**src/rtl/poker_pkg.sv**
```systemverilog
// poker_pkg: screen state encoding, keyboard codes and pixel colour type shared by the screen sequencer
package poker_pkg;
  typedef enum logic [1:0] {
    S_START      = 2'd0,
    S_TRANSITION = 2'd1,
    S_GAME       = 2'd2
  } screen_t;
  localparam logic [7:0] KEY_ENTER_CODE = 8'h28;
  localparam logic [7:0] KEY_ESC_CODE = 8'h29;
  typedef struct packed {
    logic [3:0] r;
    logic [3:0] g;
    logic [3:0] b;
  } rgb_t;
  function automatic logic [3:0] sat_sub4(input logic [3:0] a, input logic [3:0] b);
    return a > b ? a - b : 4'd0;
  endfunction
endpackage

```
**src/rtl/screen_sequencer_key_edge_detect.sv**
```systemverilog
// key_edge_detect: turns a held HID keycode into single-cycle ENTER/ESC press events
module key_edge_detect
  import poker_pkg::*;
#(
  parameter logic [7:0] ENTER_CODE = KEY_ENTER_CODE,
  parameter logic [7:0] ESC_CODE = KEY_ESC_CODE
) (
  input  logic       clk,
  input  logic       reset,
  input  logic [7:0] keycode_i,
  output logic       enter_evt_o,
  output logic       esc_evt_o
);
  logic [7:0] keycode_q;
  // previous keycode, so a held key only fires on its first cycle
  always_ff @(posedge clk) begin
    keycode_q <= reset ? 8'd0 : keycode_i;
  end
  assign enter_evt_o = (keycode_i == ENTER_CODE) && (keycode_q != ENTER_CODE);
  assign esc_evt_o = (keycode_i == ESC_CODE) && (keycode_q != ESC_CODE);
endmodule

```
**src/rtl/screen_sequencer.sv**
```systemverilog
// screen_sequencer: frame-aligned START/TRANSITION/GAME screen FSM with font ROM and RGB muxing; SCREEN_FADE_EN enables a fade-out during TRANSITION
module screen_sequencer
  import poker_pkg::*;
#(
  parameter int unsigned BLANK_FRAMES = 30,
  parameter logic [7:0]  KEY_ENTER = KEY_ENTER_CODE,
  parameter logic [7:0]  KEY_ESC = KEY_ESC_CODE
) (
  input  logic        clk,
  input  logic        reset,
  input  logic [7:0]  keycode,
  input  logic        frame_start,
  input  logic [10:0] start_font_address,
  input  logic [3:0]  start_red,
  input  logic [3:0]  start_green,
  input  logic [3:0]  start_blue,
  input  logic [10:0] game_font_address,
  input  logic [3:0]  game_red,
  input  logic [3:0]  game_green,
  input  logic [3:0]  game_blue,
  output logic [10:0] font_address,
  output logic [3:0]  Red,
  output logic [3:0]  Green,
  output logic [3:0]  Blue,
  output logic [1:0]  screen_state,
  output logic        new_game
);
  localparam logic [7:0] LAST_FRAME = 8'(BLANK_FRAMES - 1);
  screen_t    state_q, state_d;
  logic       enter_pend_q, enter_pend_d;
  logic       esc_pend_q, esc_pend_d;
  logic [7:0] frame_cnt_q, frame_cnt_d;
  logic       new_game_q, new_game_d;
  logic       enter_evt, esc_evt;
  rgb_t       start_rgb, game_rgb, trans_rgb, pix;
  key_edge_detect #(
    .ENTER_CODE(KEY_ENTER),
    .ESC_CODE  (KEY_ESC)
  ) u_keys (
    .clk        (clk),
    .reset      (reset),
    .keycode_i  (keycode),
    .enter_evt_o(enter_evt),
    .esc_evt_o  (esc_evt)
  );
  // state register plus pending requests, blank-frame counter and new_game pulse
  always_ff @(posedge clk) begin
    if (reset) begin
      state_q      <= S_START;
      enter_pend_q <= 1'b0;
      esc_pend_q   <= 1'b0;
      frame_cnt_q  <= 8'd0;
      new_game_q   <= 1'b0;
    end else begin
      state_q      <= state_d;
      enter_pend_q <= enter_pend_d;
      esc_pend_q   <= esc_pend_d;
      frame_cnt_q  <= frame_cnt_d;
      new_game_q   <= new_game_d;
    end
  end
  // next state: key presses are latched as pending and honoured at the next frame_start
  always_comb begin
    state_d      = state_q;
    enter_pend_d = enter_pend_q;
    esc_pend_d   = esc_pend_q;
    frame_cnt_d  = frame_cnt_q;
    new_game_d   = 1'b0;
    case (state_q)
      S_START:
        if (frame_start && (enter_pend_q || enter_evt)) begin
          state_d      = S_TRANSITION;
          frame_cnt_d  = 8'd0;
          enter_pend_d = 1'b0;
        end else if (enter_evt) enter_pend_d = 1'b1;
      S_TRANSITION:
        if (frame_start) begin
          if (frame_cnt_q == LAST_FRAME) begin
            state_d     = S_GAME;
            frame_cnt_d = 8'd0;
            new_game_d  = 1'b1;
          end else frame_cnt_d = frame_cnt_q + 8'd1;
        end
      S_GAME:
        if (frame_start && (esc_pend_q || esc_evt)) begin
          state_d    = S_START;
          esc_pend_d = 1'b0;
        end else if (esc_evt) esc_pend_d = 1'b1;
      default: begin
        state_d      = S_START;
        enter_pend_d = 1'b0;
        esc_pend_d   = 1'b0;
        frame_cnt_d  = 8'd0;
      end
    endcase
  end
  assign start_rgb = {start_red, start_green, start_blue};
  assign game_rgb = {game_red, game_green, game_blue};
`ifdef SCREEN_FADE_EN
  logic [3:0]  fade_lvl_q, fade_lvl_d;
  logic [11:0] fade_raw;
  // fade level is refreshed once per frame from the counter value that frame will show
  always_comb begin
    fade_raw   = {frame_cnt_d, 4'd0} / 12'(BLANK_FRAMES);
    fade_lvl_d = frame_start ? (fade_raw > 12'd15 ? 4'hF : fade_raw[3:0]) : fade_lvl_q;
  end
  // fade level register
  always_ff @(posedge clk) begin
    fade_lvl_q <= reset ? 4'd0 : fade_lvl_d;
  end
  assign trans_rgb = {sat_sub4(start_red, fade_lvl_q), sat_sub4(start_green, fade_lvl_q),
                      sat_sub4(start_blue, fade_lvl_q)};
`else
  assign trans_rgb = '0;
`endif
  // output mux from registered state; purely combinational so font ROM timing is unchanged
  always_comb begin
    font_address = state_q == S_GAME ? game_font_address :
                   (state_q == S_START || state_q == S_TRANSITION) ? start_font_address : 11'd0;
    pix = state_q == S_START ? start_rgb :
          state_q == S_GAME ? game_rgb :
          state_q == S_TRANSITION ? trans_rgb : '0;
  end
  assign {Red, Green, Blue} = pix;
  assign screen_state = state_q;
  assign new_game = new_game_q;
endmodule

```
**config.mk**
```make
export PLATFORM = sky130hd
export DESIGN_NAME = screen_sequencer
export DESIGN_NICKNAME = d
export VERILOG_FILES = /design/src/rtl/poker_pkg.sv /design/src/rtl/screen_sequencer_key_edge_detect.sv /design/src/rtl/screen_sequencer.sv
export SDC_FILE = /design/constraint.sdc
export NUM_CORES = 1
export LEC_CHECK = 0
export BUFFER_PORTS_ARGS = -buffer_cell sky130_fd_sc_hd__buf_4
export CORE_MARGIN = 3
export CORE_UTILIZATION = 38
export DETAILED_ROUTE_END_ITERATION = 10
export PLACE_DENSITY_LB_ADDON = 0.05
export SLEW_MARGIN = 20
export SYNTH_ARGS = -nofsm -noshare
export SYNTH_HDL_FRONTEND = slang
export SYNTH_SLANG_ARGS = --single-unit
```
**constraint.sdc**
```tcl
create_clock -name clk -period 2 [get_ports clk]
set_input_delay 0.3 -clock clk [delete_from_list [all_inputs] [get_ports clk]]
set_output_delay 0.3 -clock clk [all_outputs]
set_load 0.05 [all_outputs]
```
**Word-level counts from Yosys, hierarchy flattened**

Cells that the tools add are included.

- Output and inout port bits: 26
- Flip-flop bits (word level): 21

- Multiplexer cells: 20
- Equal/unequal tests: 13
- Add/subtract/negate cells: 1
- Bitwise gates (word level): 5
- Reductions and logical operators: 15

Operator list:

| operator | count |
|---|---|
| $mux W12 | 2 |
| $mux W8 | 3 |
| $pmux W8 S3 | 1 |
| $mux W11 | 2 |
| $eq A8 B6 Y1 const B | 2 |
| $ne A8 B6 Y1 const B | 2 |
| $add A8 B1 Y8 const B | 1 |
| $eq A8 B5 Y1 const B | 1 |
| $mux W2 | 4 |
| $ne A2 B2 Y1 const B | 4 |
| $ne A3 B3 Y1 const B | 2 |
| $pmux W2 S3 | 1 |
| $mux W1 | 5 |
| $not A1 Y1 | 5 |
| $logic_and A1 B1 Y1 | 4 |
| $pmux W1 S2 | 2 |
| $reduce_and A2 Y1 | 2 |
| $reduce_and A4 Y1 | 1 |
| $reduce_or A2 Y1 | 2 |
| $logic_or A1 B1 Y1 | 3 |
| $reduce_and A3 Y1 | 1 |
| $reduce_or A3 Y1 | 1 |
| $eq A2 B1 Y1 const B | 1 |
| $eq A2 B2 Y1 const B | 1 |
| $logic_not A2 Y1 | 1 |

**Depth between registers and ports, before layout**

Gate-level depths: netlist (run 1).

- Word-level depth: 6
- Mapped depth: 8
- Gate-level depth less buffers: 7

**Cells and area by module**

Synthesis (run 1) repeated with hierarchy kept, for this count alone.

- Cells, all modules: 137
- Area, all modules: 1224.9 um2

Modules (own cells, without submodules):

| module | cells each | times used | area each (um2) |
|---|---|---|---|
| screen_sequencer | 112 | 1 | 943.4 |
| key_edge_detect | 25 | 1 | 281.5 |

**Worst setup path after synthesis (run 1)**

OpenSTA, ideal clock, no wires.

- Path kind: register -> output
- From: register state_q[0] (netlist: screen_state[0])
- To: output port font_address[0]
- Path buffers: 1
- Data required time: 1.700 ns
- Arrival time: 2.152 ns
- Slack: -0.452 ns
- Stages on the path, launching flop included: 6
- Cell sequence: dfxtp_1 ha_1 or2_1 clkbuf_1 nand2_1 o21ai_1

- Cells in the longest elaborated chain, start to end: 4
- Elaborated cells on any way between the ends: 6
- Classes of those cells: eq/ne: 2; mux: 2; reduce/logical: 2

Ends and longest elaborated chain:

| item | line | source |
|---|---|---|
| from (decl) | screen_sequencer.sv:29 | `screen_t state_q, state_d;` |
| from (signal assigned) | screen_sequencer.sv:55 | `state_q <= state_d;` |
| $eq A2 B1 Y1 / $logic_not A2 Y1 (equally long branches) | screen_sequencer.sv:119 | `(state_q == S_START \|\| state_q == S_TRANSITION) ? start_font_address : 11'd0;` |
| $logic_or A1 B1 Y1 | screen_sequencer.sv:119 |  |
| $mux W11 | screen_sequencer.sv:119 |  |
| $mux W11 (*) | screen_sequencer.sv:118 | `font_address = state_q == S_GAME ? game_font_address :` |
| to (decl) | screen_sequencer.sv:21 | `output logic [10:0] font_address,` |

Every way passes the cells marked *; elsewhere a longest branch is shown, timed or not.

**Final worst setup path (run 1)**

- From: register u_keys.keycode_q[4]
- To: register frame_cnt_q[7]

- Cells in the longest elaborated chain, start to end: 6

Ends and longest elaborated chain:

| item | line | source |
|---|---|---|
| from (decl) | screen_sequencer_key_edge_detect.sv:14 | `logic [7:0] keycode_q;` |
| from (signal assigned) | screen_sequencer_key_edge_detect.sv:17 | `keycode_q <= reset ? 8'd0 : keycode_i;` |
| $ne A8 B6 Y1 | screen_sequencer_key_edge_detect.sv:19 | `assign enter_evt_o = (keycode_i == ENTER_CODE) && (keycode_q != ENTER_CODE);` |
| $logic_and A1 B1 Y1 | screen_sequencer_key_edge_detect.sv:19 |  |
| $logic_or A1 B1 Y1 | screen_sequencer.sv:71 | `if (frame_start && (enter_pend_q \|\| enter_evt)) begin` |
| $logic_and A1 B1 Y1 | screen_sequencer.sv:71 |  |
| $ne A2 B2 Y1 (no line) | -- |  |
| $reduce_and A3 Y1 (no line) | -- |  |
| to (signal assigned) | screen_sequencer.sv:58 | `frame_cnt_q <= frame_cnt_d;` |
| to (decl) | screen_sequencer.sv:32 | `logic [7:0] frame_cnt_q, frame_cnt_d;` |

No other way between the ends.
A chain may end at the register's enable or synchronous reset.

==> qor.txt, run 1 <==
DP HPWL = 3289 um
clock buffer depth = 2
FF-to-FF End = frame_cnt_q[7]$_SDFFE_PP0P_
fin cells = 301
first-pass GRT wire length = 6651 um
share of cells above drive strength 1 = 52.14%
Critical Path, Cell by Cell = or4b_4, or4_4, a211o_4, a31o_1, o311a_1
Hold Crit Start = keycode[3]
Reg power frac = 46.4%
Arr. time, crit path = 2.27 ns
Clock Latency Late Sink = 0.31 ns
fin crit period = 2.062 ns
peak supply drop = 0.4863 mV
CP endpoint kind = register
Total Wirelength = 4212 um
Initial Utilization = 41.76%
CP Max Fanout = 7
metal3 WL = 365 um
placed cell count = 294
failing checks = setup timing
maxcap violations = 0
Synth Register Bits = 21
end point of the worst hold path = u_keys.keycode_q[3]$_SDFF_PP0_
FF-to-FF path depth = 5
Seq. cell area = 422.9 um^2
Final Cell Area = 0.002183 mm^2
GPL Wtd Cong = 0.8904
largest area contributor in the netlist = dfxtp_1
final hold violation count = 0
GR Overflow Total = 0
Net count, final = 320
CTS tree = done
CTS HTree Levels = 1
Iter 0 DRT Violations = 74
core box area = 0.003203 mm^2
Root Buffer = clkbuf_4
Final Max Slew Viols = 0
die area = 0.004268 mm^2
Hold Crit Class = in -> reg
max incr delay on CP = 0.52 ns
critical path class = reg -> reg
Num CTS Buffers = 3
pwr dens = 423.6 mW/mm^2
worst flop-to-flop path startpoint = u_keys.keycode_q[4]$_SDFF_PP0_
fin crit share = 103.1%
die height = 65.33 um
Syn Nets = 231
skew final = 0.005716 ns
Vias/cell = 5.186
r2r setup slk = -0.06 ns
pin count of the biggest net entering global routing = 24
met2 wire length = 2000 um
Leakage Power = 0.0009695 uW
# hold bufs at CTS = 0
hold-critical path depth = 2
fmax = 0.4849 GHz
TritonRoute pass-1 iters = 4
logic gate share of total power = 31.6%
via count = 1561
clock power share = 21.9%
DR top layer = met4
synth warn = 0
dominant synthesized flop cell = dfxtp_1
status = complete, but fails checks
synthesized area = 0.001338 mm^2
vias in the first global route = 1495
Post-route DRC = 0
NetSw = 281.5 uW
Multi-input gate area = 920.9 um^2
Synth area leaders = dfxtp_1 31%, nand2_1 8.4%, a22o_1 7.9%
DR WL/cell = 13.99 um
syn_area_per_cell = 7.914 um^2
Setup TNS = -0.1701 ns
post-route ant nets = 0
Fillers = 288
antenna violations before repair = 0
Yosys cell types = 39
clock slew at reported path FFs = 0.11 ns
Setup crit start kind = register
gr usage total = 19.48%
Slowest cell on crit path = or4b_4
std cell rows = 20
n_diodes = 0
RSZ-0062 raised after global routing = true
P_int = 643.4 uW
worst rel slew slack = 74.78%
Post-synth EDFFs = 0
clk sinks = 21
DRT met1 WL = 1792 um
Async SR Flop Fraction = 0%
Setup-failing EPs final = 4
most common cell after layout, fill and taps aside = buf_4
P&R area growth vs syn = 63.24%
Tightest Pin Transition = 0.3769 ns
post-synthesis sequential area ratio = 31.43%
Sw Share = 30.44%
most frequent cells in the layout = 83 x buf_4, 30 x nand2_1, 19 x dfxtp_1
Buffers on Ports = 82
worst hold slack = 0.2126 ns
Req. time, crit path = 2.21 ns
setup ws final = -0.06234 ns
Top Ports = 83
Cells after Synth = 169
WP buf/inv = 0
post-placement cell area = 0.002078 mm^2
Top delay family on crit path = simple AND/OR/NAND/NOR gates
Die Wd = 65.33 um
Synth top area share = 31.43%
repair_timing:
| item | in CTS | in global routing |
|---|---|---|
| setup buffers | 2 | 0 |
| resized for setup | 1 | 16 |
| pin swaps | 1 | 1 |
| endpoints found under the hold margin | 0 | 0 |
| gates cloned | 0 | 1 |
| setup endpoints to repair | 21 | 33 |
metal layers:
metal,vias to the layer above,global-route usage (%)
met3,4,4.103
met5,-,0
li1,795,-
met2,77,34.13
met1,685,23.48
met4,0,6.477
power by group through the flow:
| stage | combinational (uW) | sequential [uW] | clock [uW] |
|---|---|---|---|
| after global placement | 285 | 439 | 0 |
| after floorplan | 153 | 439 | 0 |
| after detailed placement | 287 | 439 | 0 |
| final | 293 | 429 | 203 |
| after CTS | 288 | 430 | 209 |
| after global routing | 310 | 431 | 230 |
sequential cells by signal (all words and copies together) (netlist names):
register / flops
u_keys.keycode_q: 8
new_game: 1
esc_pend_q: 1
enter_pend_q: 1
frame_cnt_q: 8
screen_state: 2
synthesized netlist by cell type, drive strengths merged (3+ instances only):
| cell | number |
|---|---|
| dfxtp | 21 |
| a22o | 12 |
| nor2 | 9 |
| nor2b | 9 |
| a21oi | 10 |
| nor3 | 5 |
| ha | 5 |
| and3 | 3 |
| inv | 9 |
| clkbuf | 6 |
| o21ai | 17 |
| nand2 | 30 |
| or4 | 5 |
kinds of logic (layout without fill, tap and decap cells):
| kind of cell | count (synthesis) | count (layout) | share of synthesized area, % |
|---|---|---|---|
| AO/OA/AOI/OAI | 52 | 52 | 27.69 |
| adder cells (fa/ha/maj) | 5 | 5 | 4.677 |
| buffers and inverters | 17 | 105 | 5.426 |
| flip-flops | 21 | 21 | 31.43 |
| multiplexers | 2 | 2 | 1.497 |
| AND/OR/NAND/NOR | 72 | 72 | 29.28 |
through the flow:
stage,util [%],setup slack [ns],total power [uW]
floorplan,-,-0.02070,591.6
global placement,64.88,-0.1013,724.1
detailed placement,64.88,-0.1543,726.3
CTS,66.25,-0.06312,926.8
global route,68.16,-0.1228,969.9
finish,68.16,-0.06234,924.9
layout make-up:
| class | count | share of cell area, % |
|---|---|---|
| clock buffer | 4 | 1.203 |
| inverter | 9 | 1.547 |
| multi-input combinational | 131 | 42.18 |
| sequential | 21 | 19.37 |
| tap | 44 | 2.521 |
| timing repair buffer | 92 | 33.18 |
how the worst max path moves through the flow:
stage | start | end | slack (ns) | depth (start not counted)
4_1_cts | u_keys.keycode_q[4]$_SDFF_PP0_ | frame_cnt_q[7]$_SDFFE_PP0P_ | -0.06 | 5
3_5_place_dp | keycode[0] | frame_cnt_q[1]$_SDFFE_PP0P_ | -0.15 | 6
2_1_floorplan | u_keys.keycode_q[4]$_SDFF_PP0_ | frame_cnt_q[7]$_SDFFE_PP0P_ | -0.02 | 5
6_report | u_keys.keycode_q[4]$_SDFF_PP0_ | frame_cnt_q[7]$_SDFFE_PP0P_ | -0.06 | 5
3_3_place_gp | keycode[0] | frame_cnt_q[1]$_SDFFE_PP0P_ | -0.10 | 6
5_1_grt | u_keys.keycode_q[4]$_SDFF_PP0_ | frame_cnt_q[7]$_SDFFE_PP0P_ | -0.12 | 5
Power figures use the tool's default switching activity.
==> inputs of run 2 (changes only) <==
- CORE_ASPECT_RATIO: not set -> 1.5
==> run 2 against run 1 <==
The flow still finishes with violations (setup timing). Fmax shrank 1.5%. Critical path depth is the same. Final area shrank 0.86%. Core utilization shrank 1.6 points. Cell count shrank 1.7%. Via count grew 0.13%. Clock skew shrank 0.0017 ns. Clock power grew 33%. Highest routed layer unchanged.
==> qor.txt, run 2 (synthesized netlist as in run 1, its figures left out) <==
Initial Utilization = 41.12% (-0.64 points)
FF-to-FF End = frame_cnt_q[7]$_SDFFE_PP0P_
RSZ-0062 raised after global routing = true
vias in the first global route = 1433 (-4.1%)
antenna violations before repair = 0 (unchanged)
Req. time, crit path = 2.15 ns (-0.06 ns)
Top Ports = 83 (unchanged)
via count = 1563 (+0.13%)
setup ws final = -0.09299 ns (-0.03066 ns)
share of cells above drive strength 1 = 51.56% (-0.58 points)
Die Wd = 54.44 um (-17%)
failing checks = setup timing
WP buf/inv = 0 (unchanged)
P_int = 703.0 uW (+9.3%)
GPL Wtd Cong = 0.7981 (-10%)
fin crit period = 2.093 ns (+0.03066 ns)
DP HPWL = 3190 um (-3.0%)
final hold violation count = 0 (unchanged)
std cell rows = 25 (+25%)
peak supply drop = 0.5240 mV (+7.7%)
Setup crit start kind = register
Leakage Power = 0.0009730 uW (+0.35%)
critical path class = reg -> reg
Slowest cell on crit path = or4b_4
worst hold slack = 0.2688 ns (+0.05617 ns)
Hold Crit Start = keycode[5]
r2r setup slk = -0.09 ns (-0.03 ns)
Clock Latency Late Sink = 0.25 ns (-0.06 ns)
hold-critical path depth = 2 (unchanged)
n_diodes = 0 (unchanged)
fin crit share = 104.6% (+1.5 points)
TritonRoute pass-1 iters = 4 (unchanged)
clock slew at reported path FFs = 0.07 ns (-0.04 ns)
Arr. time, crit path = 2.24 ns (-0.03 ns)
Net count, final = 319 (-0.31%)
Hold Crit Class = in -> reg
Final Max Slew Viols = 0 (unchanged)
end point of the worst hold path = u_keys.keycode_q[5]$_SDFF_PP0_
Sw Share = 28.75% (-1.7 points)
clock buffer depth = 2 (unchanged)
post-route ant nets = 0 (unchanged)
clk sinks = 21 (unchanged)
final core utilization = 66.54% (-1.6 points)
clock power share = 27.4% (+5.5 points)
Critical Path, Cell by Cell = or4b_4, or4_4, a211o_4, a31o_1, o311a_1
most common cell after layout, fill and taps aside = buf_4
CTS tree = done
Reg power frac = 43.6% (-2.8 points)
worst flop-to-flop path startpoint = u_keys.keycode_q[4]$_SDFF_PP0_
CP Max Fanout = 7 (unchanged)
Setup-failing EPs final = 4 (unchanged)
logic gate share of total power = 29.0% (-2.6 points)
skew final = 0.004018 ns (-0.001698 ns)
worst rel slew slack = 75.49% (+0.71 points)
Total Wirelength = 4014 um (-4.7%)
max incr delay on CP = 0.53 ns (about the same)
P&R area growth vs syn = 61.83%
gr usage total = 18.12% (-1.4 points)
Post-route DRC = 0 (unchanged)
Iter 0 DRT Violations = 40 (-46%)
Buffers on Ports = 82 (unchanged)
pin count of the biggest net entering global routing = 24 (unchanged)
Top delay family on crit path = simple AND/OR/NAND/NOR gates
maxcap violations = 0 (unchanged)
DR WL/cell = 13.56 um (-3.1%)
core box area = 0.003253 mm^2 (+1.6%)
fmax = 0.4778 GHz (-1.5%)
pwr dens = 455.9 mW/mm^2 (+7.6%)
FF-to-FF path depth = 5 (unchanged)
Num CTS Buffers = 3 (unchanged)
Vias/cell = 5.280 (+1.8%)
first-pass GRT wire length = 6058 um (-8.9%)
Tightest Pin Transition = 0.3663 ns (-0.01063 ns)
die area = 0.004282 mm^2 (+0.33%)
Root Buffer = clkbuf_8
GR Overflow Total = 0 (unchanged)
die height = 78.66 um (+20%)
most frequent cells in the layout = 90 x buf_4, 30 x nand2_1, 19 x dfxtp_1
NetSw = 283.7 uW (+0.79%)
CP endpoint kind = register
status = complete, but fails checks
CTS HTree Levels = 1 (unchanged)
==> run 2: cell types whose count changed in the layout (fill, tap and decap cells not counted), moves of 2 or more <==
cell,previous run,this run
buf_6,9,1
ha_2,2,0
a21oi_2,0,2
clkbuf_8,0,3
or4_4,1,3
a21oi_1,10,8
ha_1,2,5
or4_1,3,1
buf_4,83,90
clkbuf_4,3,0
==> run 2: how the worst max path moves through the flow <==
stage	from	to	slack, ns	depth (start not counted)
floorplan	u_keys.keycode_q[4]$_SDFF_PP0_	frame_cnt_q[7]$_SDFFE_PP0P_	-0.02	5
global placement	keycode[0]	frame_cnt_q[1]$_SDFFE_PP0P_	-0.09	6
global route	u_keys.keycode_q[4]$_SDFF_PP0_	frame_cnt_q[7]$_SDFFE_PP0P_	-0.12	5
detailed placement	keycode[0]	frame_cnt_q[1]$_SDFFE_PP0P_	-0.12	6
finish	u_keys.keycode_q[4]$_SDFF_PP0_	frame_cnt_q[7]$_SDFFE_PP0P_	-0.09	5
CTS	u_keys.keycode_q[4]$_SDFF_PP0_	frame_cnt_q[7]$_SDFFE_PP0P_	-0.09	5
==> run 2: repair_timing <==
action                                  in CTS  in global routing
endpoints found under the setup margin      21                 10
hold buffers                                 0                  0
resized for setup                            1                  6
buffers inserted                             1                  0
pin swaps                                    1                  0
==> run 2: area by class of cell <==
cell class,instances,area [um^2]
clock buffers,4,45.04
fillers,290,1089
inverters,9,33.78
multi-input cells,131,925.9
flip-flops and latches,21,422.9
well taps,40,50.05
repair buffers,91,686.9
==> run 2: layer usage <==
layer / GRT usage [%] / vias up / wire length [um]
met5: 0 / - / 0
met4: 6.234 / 0 / 53
met3: 1.898 / 6 / 343
met2: 32.37 / 69 / 2133
met1: 21.19 / 697 / 1484
li1: - / 791 / -
==> run 2: power by group through the flow <==
stage | registers [uW] | logic, uW | clock network [uW]
6_report | 430 | 286 | 271
5_1_grt | 431 | 305 | 290
3_3_place_gp | 439 | 283 | 0
4_1_cts | 430 | 286 | 281
3_5_place_dp | 439 | 285 | 0
2_1_floorplan | 439 | 153 | 0
==> run 2: metrics by stage <==
| stage | power (uW) | worst slack [ns] | std cells | cell area (um^2) | TNS (ns) |
|---|---|---|---|---|---|
| 3_5_place_dp | 724.6 | -0.1154 | 291 | 2081 | -0.5977 |
| 3_3_place_gp | 722.4 | -0.09394 | 291 | 2081 | -0.4613 |
| 2_1_floorplan | 591.6 | -0.02070 | 169 | 1394 | -0.3236 |
| 6_report | 986.7 | -0.09299 | 296 | 2165 | -0.2186 |
| 5_1_grt | 1025 | -0.1250 | 296 | 2165 | -0.5626 |
| 4_1_cts | 996.7 | -0.08632 | 296 | 2136 | -0.2417 |
==> inputs of run 3 (changes only) <==
--- a/config.mk
+++ b/config.mk
@@ -12,5 +12,5 @@
 export DETAILED_ROUTE_END_ITERATION = 10
 export PLACE_DENSITY_LB_ADDON = 0.05
-export SLEW_MARGIN = 20
+export SLEW_MARGIN = 30
 export SYNTH_ARGS = -nofsm -noshare
 export SYNTH_HDL_FRONTEND = slang
==> constraint.sdc (replaced) <==
create_clock -name clk -period 2 [get_ports clk]
set_input_delay 0.3 -clock clk [delete_from_list [all_inputs] [get_ports clk]]
set_output_delay 0.3 -clock clk [all_outputs]
set_load 0.005 [all_outputs]
==> run 3 against run 2 <==
The run still ends with setup timing left. Clock power up 3%. Non-clock buffer count up 1. Cell count rose by 0.34%. Fmax increased by 0.35%. Clock skew down 0.0015 ns. Setup slack better by 0.0074 ns. First-iteration DRC count shrank 55%. Final area decreased by 1.9%. Sequential share of layout area rose by 0.32 points. Register-to-register slack is essentially flat. Hold slack worse by 0.010 ns. Clock-buffer cell count fell by 1. Critical path type unchanged. Largest cell class unchanged.
==> qor.txt, run 3 (synthesized netlist as in run 1, its figures left out) <==
die area = 0.004282 mm^2 (unchanged)
Setup crit start kind = register
total power = 899.3 uW (-8.9%)
Die Wd = 54.44 um (unchanged)
CTS HTree Levels = 1 (unchanged)
r2r setup slk = -0.09 ns (about the same)
NetSw = 206.8 uW (-27%)
Total Wirelength = 4065 um (+1.3%)
Reg power frac = 47.8% (+4.2 points)
status = complete, but fails checks
Leakage Power = 0.0009611 uW (-1.2%)
Top Ports = 83 (unchanged)
Buffers on Ports = 82 (unchanged)
Setup-failing EPs final = 8 (+4)
Post-route DRC = 0 (unchanged)
hold-critical path depth = 2 (unchanged)
Clock Latency Late Sink = 0.26 ns (about the same)
FF-to-FF End = frame_cnt_q[7]$_SDFFE_PP0P_
TritonRoute pass-1 iters = 4 (unchanged)
Fillers = 314 (+8.3%)
peak supply drop = 0.6004 mV (+15%)
antenna violations before repair = 0 (unchanged)
first-pass GRT wire length = 6299 um (+4.0%)
setup ws final = -0.08564 ns (+0.007351 ns)
clock slew at reported path FFs = 0.08 ns (about the same)
CTS tree = done
maxcap violations = 0 (unchanged)
Tightest Pin Transition = 0.3355 ns (-0.03082 ns)
Critical Path, Cell by Cell = or4b_4, or4_4, a211o_4, a31o_1, o311a_1
Sw Share = 23.00% (-5.8 points)
CP Max Fanout = 7 (unchanged)
# hold bufs at CTS = 0 (unchanged)
P_int = 692.5 uW (-1.5%)
CP endpoint kind = register
share of cells above drive strength 1 = 43.58% (-8.0 points)
failing checks = setup timing
gr usage total = 19.15% (+1.0 points)
Num CTS Buffers = 3 (unchanged)
Hold Crit Start = keycode[2]
worst rel slew slack = 77.55% (+2.1 points)
post-route ant nets = 0 (unchanged)
via count = 1547 (-1.0%)
P&R area growth vs syn = 58.75%
n_diodes = 0 (unchanged)
Req. time, crit path = 2.15 ns (about the same)
final hold violation count = 0 (unchanged)
fin crit period = 2.086 ns (-0.007351 ns)
final core utilization = 65.27% (-1.3 points)
Vias/cell = 5.209 (-1.4%)
Hold Crit Class = in -> reg
vias in the first global route = 1435 (+0.14%)
max incr delay on CP = 0.52 ns (about the same)
logic gate share of total power = 21.2% (-7.8 points)
clock buffer depth = 2 (unchanged)
clock power share = 31.1% (+3.7 points)
worst flop-to-flop path startpoint = u_keys.keycode_q[4]$_SDFF_PP0_
post-placement cell area = 0.002032 mm^2 (-2.3%)
clk sinks = 21 (unchanged)
worst hold slack = 0.2585 ns (-0.01029 ns)
pin count of the biggest net entering global routing = 24 (unchanged)
DP HPWL = 3209 um (+0.61%)
DR WL/cell = 13.69 um (+0.93%)
fin crit share = 104.3% (-0.37 points)
Iter 0 DRT Violations = 18 (-55%)
Final Max Slew Viols = 0 (unchanged)
most common cell after layout, fill and taps aside = buf_4
GPL Wtd Cong = 0.8260 (+3.5%)
Net count, final = 320 (+0.31%)
most frequent cells in the layout = 91 x buf_4, 30 x nand2_1, 20 x dfxtp_1
Slowest cell on crit path = or4b_4
std cell rows = 25 (unchanged)
Initial Utilization = 41.12% (unchanged)
skew final = 0.002527 ns (-0.001491 ns)
Final Cell Area = 0.002123 mm^2 (-1.9%)
RSZ-0062 raised after global routing = true
FF-to-FF path depth = 5 (unchanged)
die height = 78.66 um (unchanged)
critical path class = reg -> reg
fmax = 0.4795 GHz (+0.35%)
pwr dens = 423.5 mW/mm^2 (-7.1%)
core box area = 0.003253 mm^2 (unchanged)
Root Buffer = clkbuf_8
GR Overflow Total = 0 (unchanged)
end point of the worst hold path = u_keys.keycode_q[2]$_SDFF_PP0_
Setup WS pre-CTS = -0.1076 ns (+0.007777 ns)
Arr. time, crit path = 2.24 ns (about the same)
==> run 3: what timing repair did <==
item | 4_1_cts | 5_1_grt
gates resized for setup | 3 | 6
setup buffers | 0 | 1
setup endpoints to repair | 17 | 19
hold endpoints to repair | 0 | 0
pin swaps | 1 | 2
==> run 3: area by class of cell <==
| cell class | count | area, um^2 | area share, % |
|---|---|---|---|
| clock buffers | 3 | 41.29 | 1.945 |
| clock inverters | 1 | 5.005 | 0.2357 |
| inverters | 9 | 33.78 | 1.591 |
| multi-input cells | 131 | 877.1 | 41.31 |
| flip-flops and latches | 21 | 421.7 | 19.86 |
| well taps | 40 | 50.05 | 2.357 |
| repair buffers | 92 | 694.4 | 32.70 |
==> run 3: metrics by stage <==
| stage | setup TNS (ns) | instances |
|---|---|---|
| 3_5_place_dp | -0.5257 | 292 |
| 5_1_grt | -0.9759 | 297 |
| 4_1_cts | -0.3884 | 296 |
| 2_1_floorplan | -0.02070 | 169 |
| 6_report | -0.3963 | 297 |
| 3_3_place_gp | -0.3835 | 292 |
==> run 3: how the worst max path moves through the flow <==
stage,endpoint,cells after the start,from
global route,frame_cnt_q[3]$_SDFFE_PP0P_,6,u_keys.keycode_q[4]$_SDFF_PP0_
global placement,frame_cnt_q[3]$_SDFFE_PP0P_,6,u_keys.keycode_q[4]$_SDFF_PP0_
finish,frame_cnt_q[7]$_SDFFE_PP0P_,5,u_keys.keycode_q[4]$_SDFF_PP0_
floorplan,frame_cnt_q[7]$_SDFFE_PP0P_,5,u_keys.keycode_q[4]$_SDFF_PP0_
CTS,frame_cnt_q[7]$_SDFFE_PP0P_,5,u_keys.keycode_q[4]$_SDFF_PP0_
detailed placement,frame_cnt_q[3]$_SDFFE_PP0P_,6,u_keys.keycode_q[4]$_SDFF_PP0_
==> run 3: power by group through the flow <==
stage	Sequential (uW)	Combinational, uW	Clock (uW)
after global routing	430	210	303
after detailed placement	440	189	0
after floorplan	438	57.4	0
after CTS	430	190	285
after global placement	439	188	0
final	429	191	279
==> run 3: layer usage <==
layer  part of all wire, %  global-route usage (%)  wire length [um]
met1                    39                   21.50              1582
met2                    51                   33.93              2086
met3                   7.7                   3.795               312
met4                   2.0                   6.733                83
met5                     0                       0                 0
==> run 3: worst max-delay path, delay by kind of cell, from the launching register on <==
kind / cells / cell delay, ns
simple gates: 2 / 0.99
compound gates: 3 / 0.68
flops: 1 / 0.30
